$ cat src/rtl/lsu_stage.sv
// Load/store stage: one op in flight, word-aligned memory requests, load extension.
// Optional misalignment abort enabled by LSU_MISALIGN_CHECK_EN.
module lsu_stage #(
   parameter int unsigned TIMEOUT = 255
) (
   input  logic        clk,
   input  logic        reset,
   input  logic        in_valid,
   output logic        in_ready,
   input  logic [31:0] in_addr,
   input  logic [31:0] in_wdata,
   input  logic [2:0]  in_fun,
   input  logic        in_is_load,
   input  logic        in_is_store,
   input  logic [4:0]  in_rd,
   output logic        mem_req_valid,
   input  logic        mem_req_ready,
   output logic [31:0] mem_req_addr,
   output logic        mem_req_we,
   output logic [3:0]  mem_req_wstrb,
   output logic [31:0] mem_req_wdata,
   input  logic        mem_resp_valid,
   input  logic [31:0] mem_resp_data,
   output logic        out_valid,
   input  logic        out_ready,
   output logic [31:0] out_data,
   output logic [4:0]  out_rd,
   output logic        out_misaligned,
   output logic        out_timeout
);

   typedef enum logic [1:0] {IDLE, REQ, WAIT, DONE} state_t;

   state_t      state_q, state_d;
   logic [1:0]  off_q, off_d;
   logic [2:0]  fun_q, fun_d;
   logic        load_q, load_d;
   logic [4:0]  rd_q, rd_d;
   logic [31:0] cnt_q, cnt_d;
   logic [31:0] data_q, data_d;
   logic        mis_q, mis_d;
   logic        to_q, to_d;
   logic [31:0] raddr_q, raddr_d;
   logic        rwe_q, rwe_d;
   logic [3:0]  rstrb_q, rstrb_d;
   logic [31:0] rwdata_q, rwdata_d;

   logic        is_b, is_h, misaligned;
   logic [3:0]  st_strb;
   logic [31:0] st_wdata, lane, ld_data;

   assign is_b = (in_fun[1:0] == 2'b00);
   assign is_h = (in_fun[1:0] == 2'b01);

`ifdef LSU_MISALIGN_CHECK_EN
   assign misaligned = (is_h & in_addr[0]) |
                       (~is_b & ~is_h & (|in_addr[1:0]));
`else
   assign misaligned = 1'b0;
`endif

   always_comb begin
      st_strb  = 4'b1111;
      st_wdata = in_wdata;
      unique case (1'b1)
         is_b: begin
            st_strb  = 4'b0001 << in_addr[1:0];
            st_wdata = {4{in_wdata[7:0]}};
         end
         is_h: begin
            st_strb  = 4'b0011 << in_addr[1:0];
            st_wdata = {2{in_wdata[15:0]}};
         end
         default: ;
      endcase
   end

   // fun_q[2] selects zero extension for BU/HU
   assign lane = mem_resp_data >> {off_q, 3'b000};

   always_comb begin
      ld_data = lane;
      unique case (fun_q[1:0])
         2'b00:   ld_data = {{24{~fun_q[2] & lane[7]}}, lane[7:0]};
         2'b01:   ld_data = {{16{~fun_q[2] & lane[15]}}, lane[15:0]};
         default: ld_data = lane;
      endcase
   end

   always_comb begin
      state_d  = state_q;
      off_d    = off_q;
      fun_d    = fun_q;
      load_d   = load_q;
      rd_d     = rd_q;
      cnt_d    = cnt_q;
      data_d   = data_q;
      mis_d    = mis_q;
      to_d     = to_q;
      raddr_d  = raddr_q;
      rwe_d    = rwe_q;
      rstrb_d  = rstrb_q;
      rwdata_d = rwdata_q;
      unique case (state_q)
         IDLE: begin
            if (in_valid) begin
               off_d  = in_addr[1:0];
               fun_d  = in_fun;
               load_d = in_is_load;
               rd_d   = in_rd;
               if (!in_is_load && !in_is_store) begin
                  data_d  = in_addr;
                  state_d = DONE;
               end else if (misaligned) begin
                  mis_d   = 1'b1;
                  data_d  = 32'd0;
                  state_d = DONE;
               end else begin
                  raddr_d  = {in_addr[31:2], 2'b00};
                  rwe_d    = ~in_is_load;
                  rstrb_d  = in_is_load ? 4'b0000 : st_strb;
                  rwdata_d = st_wdata;
                  state_d  = REQ;
               end
            end
         end
         REQ: begin
            if (mem_req_ready) begin
               if (load_q) begin
                  cnt_d   = 32'd0;
                  state_d = WAIT;
               end else begin
                  data_d  = 32'd0;
                  state_d = DONE;
               end
            end
         end
         WAIT: begin
            if (mem_resp_valid) begin
               data_d  = ld_data;
               state_d = DONE;
            end else if (TIMEOUT != 0 && cnt_q + 32'd1 == TIMEOUT) begin
               to_d    = 1'b1;
               data_d  = 32'd0;
               state_d = DONE;
            end else begin
               cnt_d = cnt_q + 32'd1;
            end
         end
         DONE: begin
            if (out_ready) begin
               mis_d   = 1'b0;
               to_d    = 1'b0;
               state_d = IDLE;
            end
         end
         default: state_d = IDLE;
      endcase
   end

   always_ff @(posedge clk) begin
      if (reset) begin
         state_q  <= IDLE;
         off_q    <= 2'd0;
         fun_q    <= 3'd0;
         load_q   <= 1'b0;
         rd_q     <= 5'd0;
         cnt_q    <= 32'd0;
         data_q   <= 32'd0;
         mis_q    <= 1'b0;
         to_q     <= 1'b0;
         raddr_q  <= 32'd0;
         rwe_q    <= 1'b0;
         rstrb_q  <= 4'd0;
         rwdata_q <= 32'd0;
      end else begin
         state_q  <= state_d;
         off_q    <= off_d;
         fun_q    <= fun_d;
         load_q   <= load_d;
         rd_q     <= rd_d;
         cnt_q    <= cnt_d;
         data_q   <= data_d;
         mis_q    <= mis_d;
         to_q     <= to_d;
         raddr_q  <= raddr_d;
         rwe_q    <= rwe_d;
         rstrb_q  <= rstrb_d;
         rwdata_q <= rwdata_d;
      end
   end

   assign in_ready       = (state_q == IDLE);
   assign mem_req_valid  = (state_q == REQ);
   assign mem_req_addr   = raddr_q;
   assign mem_req_we     = rwe_q;
   assign mem_req_wstrb  = rstrb_q;
   assign mem_req_wdata  = rwdata_q;
   assign out_valid      = (state_q == DONE);
   assign out_data       = data_q;
   assign out_rd         = rd_q;
   assign out_misaligned = mis_q;
   assign out_timeout    = to_q;

endmodule

$ cat config.mk
export PLATFORM = sky130hd
export DESIGN_NAME = lsu_stage
export DESIGN_NICKNAME = d
export VERILOG_FILES = /design/src/rtl/lsu_stage.sv
export SDC_FILE = /design/constraint.sdc
export NUM_CORES = 1
export LEC_CHECK = 0
export CORE_MARGIN = 1.5
export CORE_UTILIZATION = 30
export DETAILED_ROUTE_END_ITERATION = 7
export GPL_TIMING_DRIVEN = 0
export HOLD_SLACK_MARGIN = 0.05
export PLACE_DENSITY = 0.58
export SLEW_MARGIN = 20
export SYNTH_ARGS = -nofsm -noshare
export SYNTH_HDL_FRONTEND = slang
export SYNTH_SLANG_ARGS = --single-unit
$ cat constraint.sdc
create_clock -name clk -period 9.3 [get_ports clk]
set_input_delay 0.93 -clock clk [delete_from_list [all_inputs] [get_ports clk]]
set_output_delay 0.93 -clock clk [all_outputs]
set_load 0.05 [all_outputs]
==> impl_metrics.env <==
export IMPL_final_setup_tns_ns=0
export IMPL_clk_pin_slew_ns=0.07
export IMPL_fin_skew_ns=0.01520
export IMPL_path_cells="ha_1 -> nand3_1 -> or4_1 -> buf_2 -> nor3_1 -> mux2i_1 -> nand4b_1 -> o41ai_4 -> buf_6 -> buf_4 -> a311oi_1"
export IMPL_clock_path_buffers=2
export IMPL_cp_max_fo=10
export IMPL_grt_max_degree=17
export IMPL_dpl_cell_area_sq_um=10610
export IMPL_clk_latency_ns=0.43
export IMPL_hold_buffers=0
export IMPL_ys_seq_area_frac=0.3626
export IMPL_setup_worst_path_start="cnt_q[1]$_SDFFE_PP0P_"
export IMPL_grt_setup_unrepaired="false"
export IMPL_tritoncts="done"
export IMPL_die_y_um=166.4
export IMPL_wl_um=32980
export IMPL_crit_arrival_ns=4.56
export IMPL_die_area_sq_um=27680
export IMPL_nets=1399
export IMPL_whs_ns=0.4529
export IMPL_crit_required_ns=9.57
export IMPL_area_growth_pct=40.43
export IMPL_worst_slew_pin_slew_ns=0.8955
export IMPL_cp_slowest_stage_delay_ns=0.60
export IMPL_clock_fmax_mhz=232.6
export IMPL_postSynthCellCount=1043
export IMPL_drc_errors=8
export IMPL_r2r_slack_ns=5.00
export IMPL_ctsResizeCount=0
export IMPL_drt_initial_drc_count=843
export IMPL_fin_ws_ns=5.001
export IMPL_synth_seq_cells=145
export IMPL_grt_usage=0.2345
export IMPL_slew_violations=0
export IMPL_crit_path_end="out_data[17]$_SDFFE_PP0P_"
export IMPL_start_util=0.3064
export IMPL_cp_depth=11
export IMPL_rr_worst_depth=11
export IMPL_grt_overflow=0
export IMPL_cp_end_kind="flip-flop"
export IMPL_min_period_ns=4.299
export IMPL_final_hold_violation_count=0
export IMPL_clock_sinks=145
export IMPL_grt_pass1_vias=8295
export IMPL_cap_viol_max_count=0
export IMPL_synth_enable_flop_cells=0
export IMPL_antenna_found_initial=1
export IMPL_routedWlPerCell_um=20.23
export IMPL_critPathLaunchType="flip-flop"
export IMPL_avgSynthCellArea_sq_um=7.676
export IMPL_layout_drive_gt1_share=0.05951
export IMPL_setup_viol_count_final=0
export IMPL_cts_buffers=17
export IMPL_syn_area_sq_um=8006
export IMPL_worstSetupPathType="flip-flop to flip-flop"
export IMPL_die_width_um=166.4
export IMPL_clockRootBuffer="clkbuf_16"
export IMPL_dr_pass1_iters=8
export IMPL_core_area_sq_um=26130
export IMPL_synth_main_ff_cell="dfxtp_1"
export IMPL_final_area_sq_um=11240
export IMPL_ant_nets=0
export IMPL_crit_slowest_cell="or4_1"
export IMPL_critical_path_top_delay_family="simple AND/OR/NAND/NOR gates"
export IMPL_port_buffers=217
export IMPL_gp_congestion=0.9308
export IMPL_dpl_hpwl_um=25000
export IMPL_vias=8921
export IMPL_ys_warnings_count=0
export IMPL_status="finished, violations left"
export IMPL_cp_num_buf_inv=3
export IMPL_cts_max_level=4
export IMPL_pin_count=223
export IMPL_p_total_mw=3.232
export IMPL_fin_cells=1630
export IMPL_final_util=0.4302
export IMPL_cts_setup_buffers=0
export IMPL_ys_async_sr_fraction=0
export IMPL_min_period_over_period=0.4622
export IMPL_vdd_ir_drop_max_v=0.0001129
export IMPL_violations="design-rule violations"
export IMPL_p_per_area_nw_per_um2=287.4
export IMPL_fp_row_count=59
export IMPL_vias_per_cell=5.473
export IMPL_grt_pass1_wl_um=50140
export IMPL_preCtsSetupSlack_ns=5.101
export IMPL_synth_cell_types=68
export IMPL_hp_class="flip-flop to flip-flop"
export IMPL_rr_startpoint="cnt_q[1]$_SDFFE_PP0P_"
export IMPL_place_inst=1597
export IMPL_max_slew_margin=0.4030
export IMPL_p_leak_nw=3.780
export IMPL_reg2reg_to="out_data[17]$_SDFFE_PP0P_"
## report_power, final
part	internal [mW]	switching, mW	total, mW	leakage [nW]
sequential	0.747	0.0710	0.818	1.18
combinational	0.530	1.14	1.66	2.29
clock	0.443	0.306	0.749	0.304
total	1.72	1.51	3.23	3.78
## metal layers
layer / wire [um] / global-route usage / vias up
li1: - / - / 4260
met1: 14590 / 0.3145 / 4205
met2: 14620 / 0.3645 / 400
met3: 3019 / 0.06482 / 56
met4: 745 / 0.07352 / 0
met5: 0 / 0 / -
## cell usage in the layout, fill, tap and decap left out, types with 7 or more instances in the layout
| master | instances |
|---|---|
| clkbuf_1 | 76 |
| a311oi_2 | 18 |
| nand4_1 | 12 |
| or3_1 | 9 |
| a32oi_1 | 9 |
| nor2_1 | 62 |
| nor2b_1 | 14 |
| a211o_1 | 9 |
| inv_1 | 12 |
| a311oi_1 | 25 |
| o21ai_0 | 50 |
| mux2i_1 | 38 |
| and3_1 | 9 |
| a22oi_1 | 25 |
| dfxtp_1 | 145 |
| clkbuf_16 | 17 |
| nor3_1 | 26 |
| clkdlybuf4s50_1 | 217 |
| a211oi_1 | 11 |
| nand2_1 | 214 |
| nor4_1 | 9 |
| nand4b_1 | 7 |
| a21oi_1 | 127 |
| buf_2 | 7 |
| nand3_1 | 24 |
## synthesized netlist by cell type (all sizes together), types with 2 or more instances
cell type / instances / share of area
a211o: 9 / 0.0098
a211oi: 11 / 0.010
a21o: 5 / 0.0047
a21oi: 127 / 0.079
a22oi: 25 / 0.023
a311o: 2 / 0.0025
a311oi: 43 / 0.061
a32oi: 9 / 0.0098
and2: 5 / 0.0039
and3: 9 / 0.0070
and4: 2 / 0.0022
buf: 20 / 0.016
clkbuf: 77 / 0.036
dfxtp: 145 / 0.36
ha: 6 / 0.0094
inv: 12 / 0.0056
mux2i: 38 / 0.048
nand2: 214 / 0.10
nand2b: 5 / 0.0039
nand3: 25 / 0.016
nand3b: 2 / 0.0019
nand4: 12 / 0.0094
nand4b: 7 / 0.0077
nor2: 62 / 0.029
nor2b: 14 / 0.011
nor3: 26 / 0.016
nor4: 11 / 0.0094
nor4b: 5 / 0.0062
o2111ai: 2 / 0.0022
o211ai: 3 / 0.0028
o21a: 4 / 0.0038
o21ai: 52 / 0.033
o2bb2ai: 4 / 0.0044
o311ai: 2 / 0.0022
o31a: 2 / 0.0022
o31ai: 3 / 0.0028
o41ai: 3 / 0.0056
or2: 3 / 0.0023
or3: 9 / 0.0070
or4: 7 / 0.0070
xnor2: 3 / 0.0033
xor2: 3 / 0.0033
## worst min path at each step
stage,from,end,slack (ns),depth (start not counted)
after floorplan,fun_q[2]$_SDFFE_PP0P_,fun_q[2]$_SDFFE_PP0P_,0.44,2
after global placement,mem_req_wdata[2]$_SDFFE_PP0P_,mem_req_wdata[2]$_SDFFE_PP0P_,0.44,2
after detailed placement,mem_req_wdata[30]$_SDFFE_PP0P_,mem_req_wdata[30]$_SDFFE_PP0P_,0.45,2
after CTS,mem_req_wdata[30]$_SDFFE_PP0P_,mem_req_wdata[30]$_SDFFE_PP0P_,0.45,2
after global routing,mem_req_wdata[30]$_SDFFE_PP0P_,mem_req_wdata[30]$_SDFFE_PP0P_,0.47,2
final,mem_req_addr[20]$_SDFFE_PP0P_,mem_req_addr[20]$_SDFFE_PP0P_,0.45,2
## cells by family (layout without fill, tap and decap cells)
group | Yosys count | after routing | synth area share
other cells | 1 | 4 | 0.0004684
flops | 145 | 145 | 0.3626
buf+inv | 110 | 359 | 0.05844
xor+xnor | 6 | 6 | 0.006565
compound gates | 317 | 317 | 0.2719
mux | 38 | 38 | 0.04751
simple gates | 420 | 420 | 0.2432
fa+ha+maj | 6 | 6 | 0.009376
## flip-flops by register name (all words and copies together), names as in the netlist, 3 cells and up
register,cells
mem_req_addr,30
out_data,32
mem_req_wstrb,4
out_rd,5
fun_q,3
cnt_q,32
mem_req_wdata,32
## area by class of cell
| cell class | count | area [sq um] |
|---|---|---|
| Fill cell | 2743 | 14890 |
| Multi-Input combinational cell | 790 | 4649 |
| Sequential cell | 145 | 2903 |
| Timing Repair Buffer | 217 | 2172 |
| Clock buffer | 19 | 452.9 |
| Buffer | 97 | 419.2 |
| Tap cell | 335 | 419.2 |
| Clock inverter | 13 | 176.4 |
| Inverter | 13 | 48.80 |
| Antenna cell | 1 | 2.502 |
## worst reg2reg max path, cell delays in order (launching register included)
cell	delay [ns]
dfxtp_1	0.36
ha_1	0.31
nand3_1	0.38
or4_1	0.60
buf_2	0.20
nor3_1	0.47
mux2i_1	0.40
nand4b_1	0.25
o41ai_4	0.58
buf_6	0.23
buf_4	0.23
a311oi_1	0.13
Note: power is estimated with default switching activity, not from simulation.
